==> src/rtl/spi_modport.sv <==
// spi_modport: single-byte SPI master, mode 0, MSB first, one chip select.
// Two-process FSM: registers below, next-state/output logic in always_comb.
module spi_modport #(
    parameter int CLK_DIV = 4
) (
    input  logic       clk,
    input  logic       rst_n,
    input  logic       start,
    input  logic [7:0] tx_data,
    output logic [7:0] rx_data,
    output logic       busy,
    output logic       done,
    output logic       sclk,
    output logic       mosi,
    input  logic       miso,
    output logic       cs_n
);
    localparam int H  = CLK_DIV / 2;
    localparam int DW = (H > 1) ? $clog2(H) : 1;

    typedef enum logic {IDLE = 1'b0, XFER = 1'b1} state_t;

    state_t          state, state_nx;
    logic [7:0]      tx_reg, tx_nx, rx_reg, rx_nx, rx_data_nx;
    logic [DW-1:0]   div_cnt, div_nx;
    logic [3:0]      bit_cnt, bit_nx;
    logic            sclk_nx, mosi_nx, cs_nx, busy_nx, done_nx;

    always_ff @(posedge clk or negedge rst_n) begin
        if (!rst_n) begin
            state   <= IDLE;
            tx_reg  <= '0;
            rx_reg  <= '0;
            rx_data <= '0;
            div_cnt <= '0;
            bit_cnt <= '0;
            sclk    <= 1'b0;
            mosi    <= 1'b0;
            cs_n    <= 1'b1;
            busy    <= 1'b0;
            done    <= 1'b0;
        end else begin
            state   <= state_nx;
            tx_reg  <= tx_nx;
            rx_reg  <= rx_nx;
            rx_data <= rx_data_nx;
            div_cnt <= div_nx;
            bit_cnt <= bit_nx;
            sclk    <= sclk_nx;
            mosi    <= mosi_nx;
            cs_n    <= cs_nx;
            busy    <= busy_nx;
            done    <= done_nx;
        end
    end

    always_comb begin
        state_nx   = state;
        tx_nx      = tx_reg;
        rx_nx      = rx_reg;
        rx_data_nx = rx_data;
        div_nx     = div_cnt;
        bit_nx     = bit_cnt;
        sclk_nx    = sclk;
        mosi_nx    = mosi;
        cs_nx      = cs_n;
        busy_nx    = busy;
        done_nx    = 1'b0;
        if (state == IDLE) begin
            if (start) begin
                state_nx = XFER;
                tx_nx    = tx_data;
                mosi_nx  = tx_data[7];
                cs_nx    = 1'b0;
                busy_nx  = 1'b1;
                div_nx   = '0;
                bit_nx   = '0;
            end
        end else if (div_cnt == DW'(H - 1)) begin
            div_nx  = '0;
            sclk_nx = ~sclk;
            // rising edge samples miso; falling edge advances mosi or ends the byte
            if (!sclk) begin
                rx_nx  = {rx_reg[6:0], miso};
                bit_nx = bit_cnt + 4'd1;
            end else if (bit_cnt != 4'd8) begin
                tx_nx   = {tx_reg[6:0], 1'b0};
                mosi_nx = tx_reg[6];
            end else begin
                state_nx   = IDLE;
                sclk_nx    = 1'b0;
                cs_nx      = 1'b1;
                busy_nx    = 1'b0;
                mosi_nx    = 1'b0;
                done_nx    = 1'b1;
                rx_data_nx = rx_reg;
            end
        end else begin
            div_nx = div_cnt + DW'(1);
        end
    end
endmodule

==> config.mk <==
export PLATFORM = sky130hd
export DESIGN_NAME = spi_modport
export DESIGN_NICKNAME = d
export VERILOG_FILES = /design/src/rtl/spi_modport.sv
export SDC_FILE = /design/constraint.sdc
export NUM_CORES = 1
export LEC_CHECK = 0
export CAP_MARGIN = 5
export CORE_ASPECT_RATIO = 1.2
export CORE_MARGIN = 1.5
export CORE_UTILIZATION = 43
export DETAILED_ROUTE_END_ITERATION = 7
export HOLD_SLACK_MARGIN = 0.15
export MAX_ROUTING_LAYER = met4
export PLACE_DENSITY = 0.69
export SYNTH_ARGS = -nofsm -noshare
export SYNTH_HDL_FRONTEND = slang
export SYNTH_SLANG_ARGS = --single-unit
==> constraint.sdc <==
create_clock -name clk -period 1.45 [get_ports clk]
set_input_delay 0.29 -clock clk [delete_from_list [all_inputs] [get_ports clk]]
set_output_delay 0.29 -clock clk [all_outputs]
set_load 0.05 [all_outputs]
==> summary.txt, run 1 <==
Power and ir drop
  – Clock power share: 0.139
  – Leakage: 1.012 nW
  – Sw Pwr: 2.000 mW
  – Worst vdd ir: 1.462 mV
  – Sequential Power Share: 0.350
  – Comb power frac: 0.512
  – Sw Ratio: 0.3860
  – Pint: 3.182 mW
  – Cell area power density: 2339 nW/um^2

Global route
  – Largest net degree at the start of global routing: 35
  – Total global routing overflow: 0
  – Vias in the first global route: 1247
  – Total GRT Usage: 0.1914
  – First-pass GRT wire length: 5754 um
  – Initial antenna violation count: 0

Cells and area
  – Antenna Cells: 0
  – Layout cells sized above 1: 0.3860
  – Final core occ: 0.6471
  – Area Overhead vs Synth: 40.67%
  – Non-Filler Instances: 208
  – Final net count: 184

Clock tree
  – Cts hold-fix bufs: 0
  – Clock sink total: 34
  – Clk Latency, worst-skew pair: 0.29 ns
  – CTS root buffer: clkbuf_8
  – H-tree depth: 2
  – Clk slew on worst S/H paths: 0.07 ns
  – Cts bufs inserted: 5
  – CTS tree: done
  – Max Buffers Root-to-Sink: 2
  – Setup Fix Bufs, Post-CTS: 0

Timing
  – FMAX: 0.6979 GHz
  – Endpoints failing setup: 0
  – Max Slew Vio Count: 0
  – Fin Hold WS: 0.3722 ns
  – Min Tclk post-route: 1.433 ns
  – Slew @ Worst Pin: 0.2551 ns
  – RSZ-0062 raised after global routing: true
  – Final Hold Fails: 0
  – Tcrit/Tclk final: 0.9883
  – Worst rel slew slack: 0.8284
  – Worst Skew: 0.006835 ns

Yosys
  – Synth Flop Type: dfrtp_1
  – EDFF count, synth: 0
  – Ys async rst share: 1.000
  – Syn nets: 146
  – Syn Inst Count: 132
  – Seq cells post-synth: 34
  – Top cells by count, synth: 33 x dfrtp_1, 16 x mux2_2, 6 x nand2_1, 6 x o21ai_0, 5 x inv_1
  – Cell variety after synth: 38
  – Ys Warns: 0
  – Count leader, synth: dfrtp_1
  – Top-area cell type share of the netlist area: 0.5242
  – Synth area leader: dfrtp_1
  – Synthesized cell area: 1575 sq um
  – Seq/Total Area, Yosys: 0.5409
  – Synth Area per Inst: 11.93 sq um
  – Synth top area cells: dfrtp_1 52%, mux2_2 11%, nand3b_4 2.5%

Floorplan
  – FP Rows: 23
  – Die area: 4037 sq um
  – Io pins: 25
  – Initial core utilization: 0.4600
  – Chip width: 58.25 um
  – Height of the die: 69.30 um
  – Core ar.: 3425 sq um

Route
  – DRC Markers: 3
  – Routed Wire Length: 3383 um
  – Top layer in use: met4
  – Metal3 WL: 192 um
  – Routed WL per cell: 16.26 um
  – Metal-1 WL: 1418 um
  – Iteration-0 DRC Markers: 93
  – Vias: 1159
  – Drt via density: 5.572
  – First-pass DRT Iterations: 6
  – Final ANT Viol Nets: 0
  – Met2 WL: 1718 um

Worst setup path
  – Critical-path maximum fanout: 4
  – CP Capture Type: flip-flop
  – CP Data Required Time: 1.62 ns
  – Nature of the critical path startpoint: flip-flop
  – WP data arrival: 1.61 ns
  – Critical Setup Path Class: reg -> reg

Hold path
  – Worst hold path type: in -> async

Placed design
  – Placed wire-length estimate: 2426 um
  – Placed cells: 200
  – Port-buffer cells: 24
  – RePlAce Congestion: 0.8736

Flow run
  – Max Cap Viol: 0

Run status
  – Outcome: complete, but fails checks
  – Violated checks: DRC
routing by layer:
metal  global-route usage  up-vias
met3              0.05597        6
met1               0.2245      572
met4              0.06977        0
met5                    -        -
li1                     -      546
met2               0.3081       35
worst paths after layout:
path                             from    endpoint  slack, ns  cells past startpoint
setup / recovery           bit_cnt[1]  rx_data[3]       0.02                      6
hold / removal                  rst_n   tx_reg[2]       0.37                      2
setup reg to reg           bit_cnt[1]  rx_data[3]       0.02                      6
hold reg to reg             tx_reg[2]   tx_reg[2]       0.51                      1
max in group asynchronous       rst_n        cs_n       0.83                      2
min in group clk            tx_reg[2]   tx_reg[2]       0.51                      1
layout by cell type (no fill, tap or decap), types with 4 or more instances in the layout:
| master | Yosys | final |
|---|---|---|
| buf_12 | 0 | 14 |
| buf_4 | 1 | 14 |
| clkbuf_8 | 0 | 6 |
| clkdlybuf4s50_1 | 0 | 11 |
| dfrtp_1 | 33 | 31 |
| mux2_2 | 16 | 8 |
| mux2_4 | 0 | 8 |
| nand2_1 | 6 | 6 |
| nor2_1 | 4 | 4 |
| nor2b_1 | 4 | 4 |
| nor3_1 | 4 | 4 |
| o21ai_0 | 6 | 6 |
stage by stage:
stage / setup slack [ns] / instance area [sq um] / power (mW) / setup TNS [ns]
floorplan: -0.03462 / 1609 / 3.317 / -0.2077
detailed placement: -0.05582 / 2092 / 4.407 / -0.4153
CTS: 0.004493 / 2196 / 5.191 / 0
global route: -0.05667 / 2216 / 5.458 / -0.2982
global placement: -0.004044 / 2092 / 4.308 / -0.01315
finish: 0.01703 / 2216 / 5.182 / 0
repair_timing:
action                     in CTS  in global routing
setup endpoints to repair      13                 13
pin swaps                       0                  0
gates resized for setup         3                  7
power groups by stage:
stage	sequential, mW	clock (mW)	combinational [mW]
2_1_floorplan	2.15	0	1.17
3_5_place_dp	1.81	0	2.59
5_1_grt	1.86	0.774	2.82
6_report	1.81	0.720	2.65
3_3_place_gp	1.78	0	2.53
4_1_cts	1.81	0.740	2.65
area by class of cell:
cell class                      instances  area [sq um]
Inverter                                6         22.52
Clock buffer                            7         86.33
Fill cell                             279          1209
Timing Repair Buffer                   40         506.7
Tap cell                               37         46.29
Multi-Input combinational cell         83         694.4
Sequential cell                        34         854.6
Clock inverter                          1         5.005
logic make-up (layout without fill, tap and decap cells):
logic type                 count (synthesis)  count (layout)  share of synthesized area
muxes                                     18              18                     0.1271
xor gates and xnor gates                   1               1                   0.005561
buffers and inverters                     15              54                    0.05480
and+or+nand+nor                           36              36                     0.1485
adders and majority gates                  2               2                    0.01588
AOI/OAI and AO/OA                         26              26                     0.1072
DFF                                       34              34                     0.5409
critical path, cell delays in order, from the launching register on:
cell and delay (ns):
dfrtp_1 0.39, inv_2 0.08, ha_4 0.15, nand3b_4 0.09, nor2_4 0.13, buf_4 0.17, mux2_4 0.30
Power figures use the tool's default switching activity.
==> inputs of run 2 (changes only) <==
- CORE_MARGIN: 1.5 -> 5
- SLEW_MARGIN: default -> 20
==> summary.txt, run 2 (synthesis results as in run 1) <==
Placed design
  – Placed cells: 203 (+1.5%)
  – Port-buffer cells: 24 (unchanged)
  – Placed wire-length estimate: 2400 um (-1.1%)
  – RePlAce Congestion: 0.8351 (-4.4%)

Route
  – Iteration-0 DRC Markers: 55 (-41%)
  – Drt via density: 5.502 (-1.3%)
  – Vias: 1161 (+0.17%)
  – First-pass DRT Iterations: 4 (-2)
  – Final ANT Viol Nets: 0 (unchanged)
  – DRC Markers: 0 (-3)
  – Routed WL per cell: 16.00 um (-1.7%)
  – Routed Wire Length: 3375 um (-0.24%)

Timing
  – RSZ-0062 raised after global routing: true
  – Worst Skew: 0.005337 ns (-0.001498 ns)
  – Tcrit/Tclk final: 0.9620 (-0.02623)
  – Min Tclk post-route: 1.395 ns (-0.03804 ns)
  – Endpoints failing setup: 0 (unchanged)
  – Final Hold Fails: 0 (unchanged)
  – Max Slew Vio Count: 0 (unchanged)
  – Worst rel slew slack: 0.8046 (-0.02376)
  – FMAX: 0.7169 GHz (+2.7%)
  – Slew @ Worst Pin: 0.2904 ns (+0.03532 ns)

Global route
  – Largest net degree at the start of global routing: 35 (unchanged)
  – Initial antenna violation count: 0 (unchanged)
  – Total global routing overflow: 0 (unchanged)
  – M2 GR Usage: 0.2553 (-0.05276)
  – GR Util met1: 0.1719 (-0.05262)
  – Most Crowded Layer GR: met2
  – Total GRT Usage: 0.1544 (-0.03704)
  – Met3 Resource Use GR: 0.04572 (-0.01025)
  – First-pass GRT wire length: 5789 um (+0.61%)
  – Vias in the first global route: 1283 (+2.9%)

Power and ir drop
  – Leakage: 1.010 nW (-0.12%)
  – Worst vdd ir: 1.287 mV (-12%)
  – Cell area power density: 2360 nW/um^2 (+0.94%)

Run status
  – Outcome: completed

Worst setup path
  – CP Capture Type: flip-flop
  – WP data arrival: 1.57 ns (-0.04 ns)
  – Critical path endpoint: rx_data[1]
  – Worst Reg-to-Reg Cells: 6 (unchanged)
  – Reg-to-Reg End: rx_data[1]
  – Flop-to-flop setup slack: 0.06 ns (+0.04 ns)
  – Crit path cell chain: inv_2 -> ha_4 -> nand3b_4 -> nor2_4 -> buf_4 -> mux2_2
  – Critical Setup Path Class: reg -> reg
  – Nature of the critical path startpoint: flip-flop
  – CP Data Required Time: 1.63 ns (about the same)
  – CP max stage cell: dfrtp_1
  – Family with the most delay on the worst path: flip-flops
  – Critical-path maximum fanout: 3 (-1)
  – RR Startpoint: bit_cnt[1]
  – Buffers & Inverters on Critical Path: 2 (unchanged)
  – Crit path largest cell delay: 0.39 ns (about the same)
  – Setup crit start: bit_cnt[1]
  – CP Depth: 6 (unchanged)

Cells and area
  – Filler cells: 299 (+7.2%)
  – Area Overhead vs Synth: 41.46%
  – Most frequent cells in the layout: 32 x dfrtp_1, 15 x buf_4, 14 x buf_12
  – Antenna Cells: 0 (unchanged)
  – Most common cell after layout, fill and taps aside: dfrtp_1
  – Layout cells sized above 1: 0.3837 (-0.002244)
  – Non-Filler Instances: 211 (+1.4%)
  – Final core occ: 0.6236 (-0.02346)
  – Final net count: 185 (+0.54%)

Floorplan
  – Height of the die: 76.30 um (+10%)
  – Io pins: 25 (unchanged)
  – Chip width: 65.25 um (+12%)
  – Initial core utilization: 0.4408 (-0.01917)
  – FP Rows: 24 (+4.3%)
  – Die area: 4979 sq um (+23%)
  – Core ar.: 3573 sq um (+4.3%)

Clock tree
  – Setup Fix Bufs, Post-CTS: 0 (unchanged)
  – Clk slew on worst S/H paths: 0.07 ns (about the same)
  – Clk Latency, worst-skew pair: 0.29 ns (about the same)
  – Cts hold-fix bufs: 0 (unchanged)
  – Clock sink total: 34 (unchanged)
  – Cts bufs inserted: 5 (unchanged)
  – H-tree depth: 2 (unchanged)
  – CTS root buffer: clkbuf_8
  – CTS tree: done
  – Max Buffers Root-to-Sink: 2 (unchanged)

Hold path
  – Worst hold path type: in -> async

Flow run
  – Max Cap Viol: 0 (unchanged)
run 2: worst min path at each step:
stage          startpoint          to  slack [ns]  cells after the start
3_3_place_gp    tx_reg[2]   tx_reg[2]        0.48                      1
5_1_grt             rst_n   rx_reg[5]        0.39                      2
3_5_place_dp    tx_reg[2]   tx_reg[2]        0.48                      1
2_1_floorplan       rst_n  bit_cnt[0]      -0.006                      0
4_1_cts             rst_n  bit_cnt[2]        0.37                      2
6_report            rst_n   tx_reg[0]        0.36                      2
run 2: where the power goes:
group | leakage [nW] | internal, mW | total [mW] | switching [mW]
clock | 0.0579 | 0.505 | 0.851 | 0.346
combinational | 0.536 | 1.37 | 2.59 | 1.22
sequential | 0.417 | 1.40 | 1.82 | 0.423
total | 1.01 | 3.27 | 5.26 | 1.99
run 2: timing repair:
action / CTS / global route
endpoints found under the setup margin: 14 / 11
resized for setup: 3 / 3
pin swaps: 0 / 1
run 2: area by class of cell:
cell class	instances	area [sq um]	share of cell area
sequential	34	853.3	0.3829
multi-input combinational	83	680.7	0.3054
inverter	6	22.52	0.01011
clock inverter	3	40.04	0.01797
timing repair buffer	41	514.2	0.2308
tap	39	48.80	0.02190
clock buffer	5	68.82	0.03088
run 2: per-stage QoR:
step                power [mW]  setup TNS [ns]  cell area, sq um  hold slack, ns  worst slack (ns)
floorplan                3.317         -0.2077              1609       -0.005591          -0.03462
global route             5.564        -0.04189              2228          0.3862          -0.01335
finish                   5.260               0              2228          0.3624           0.05507
CTS                      5.317               0              2225          0.3735           0.02162
global placement         4.310               0              2102          0.4848           0.01543
detailed placement       4.403        -0.04000              2102          0.4843         -0.009203
run 2: metal layers:
layer  part of all wire  vias up
li1                   -      549
met1               0.42      583
met2               0.53       22
met3              0.034        7
met4              0.018        0
met5                  0        -
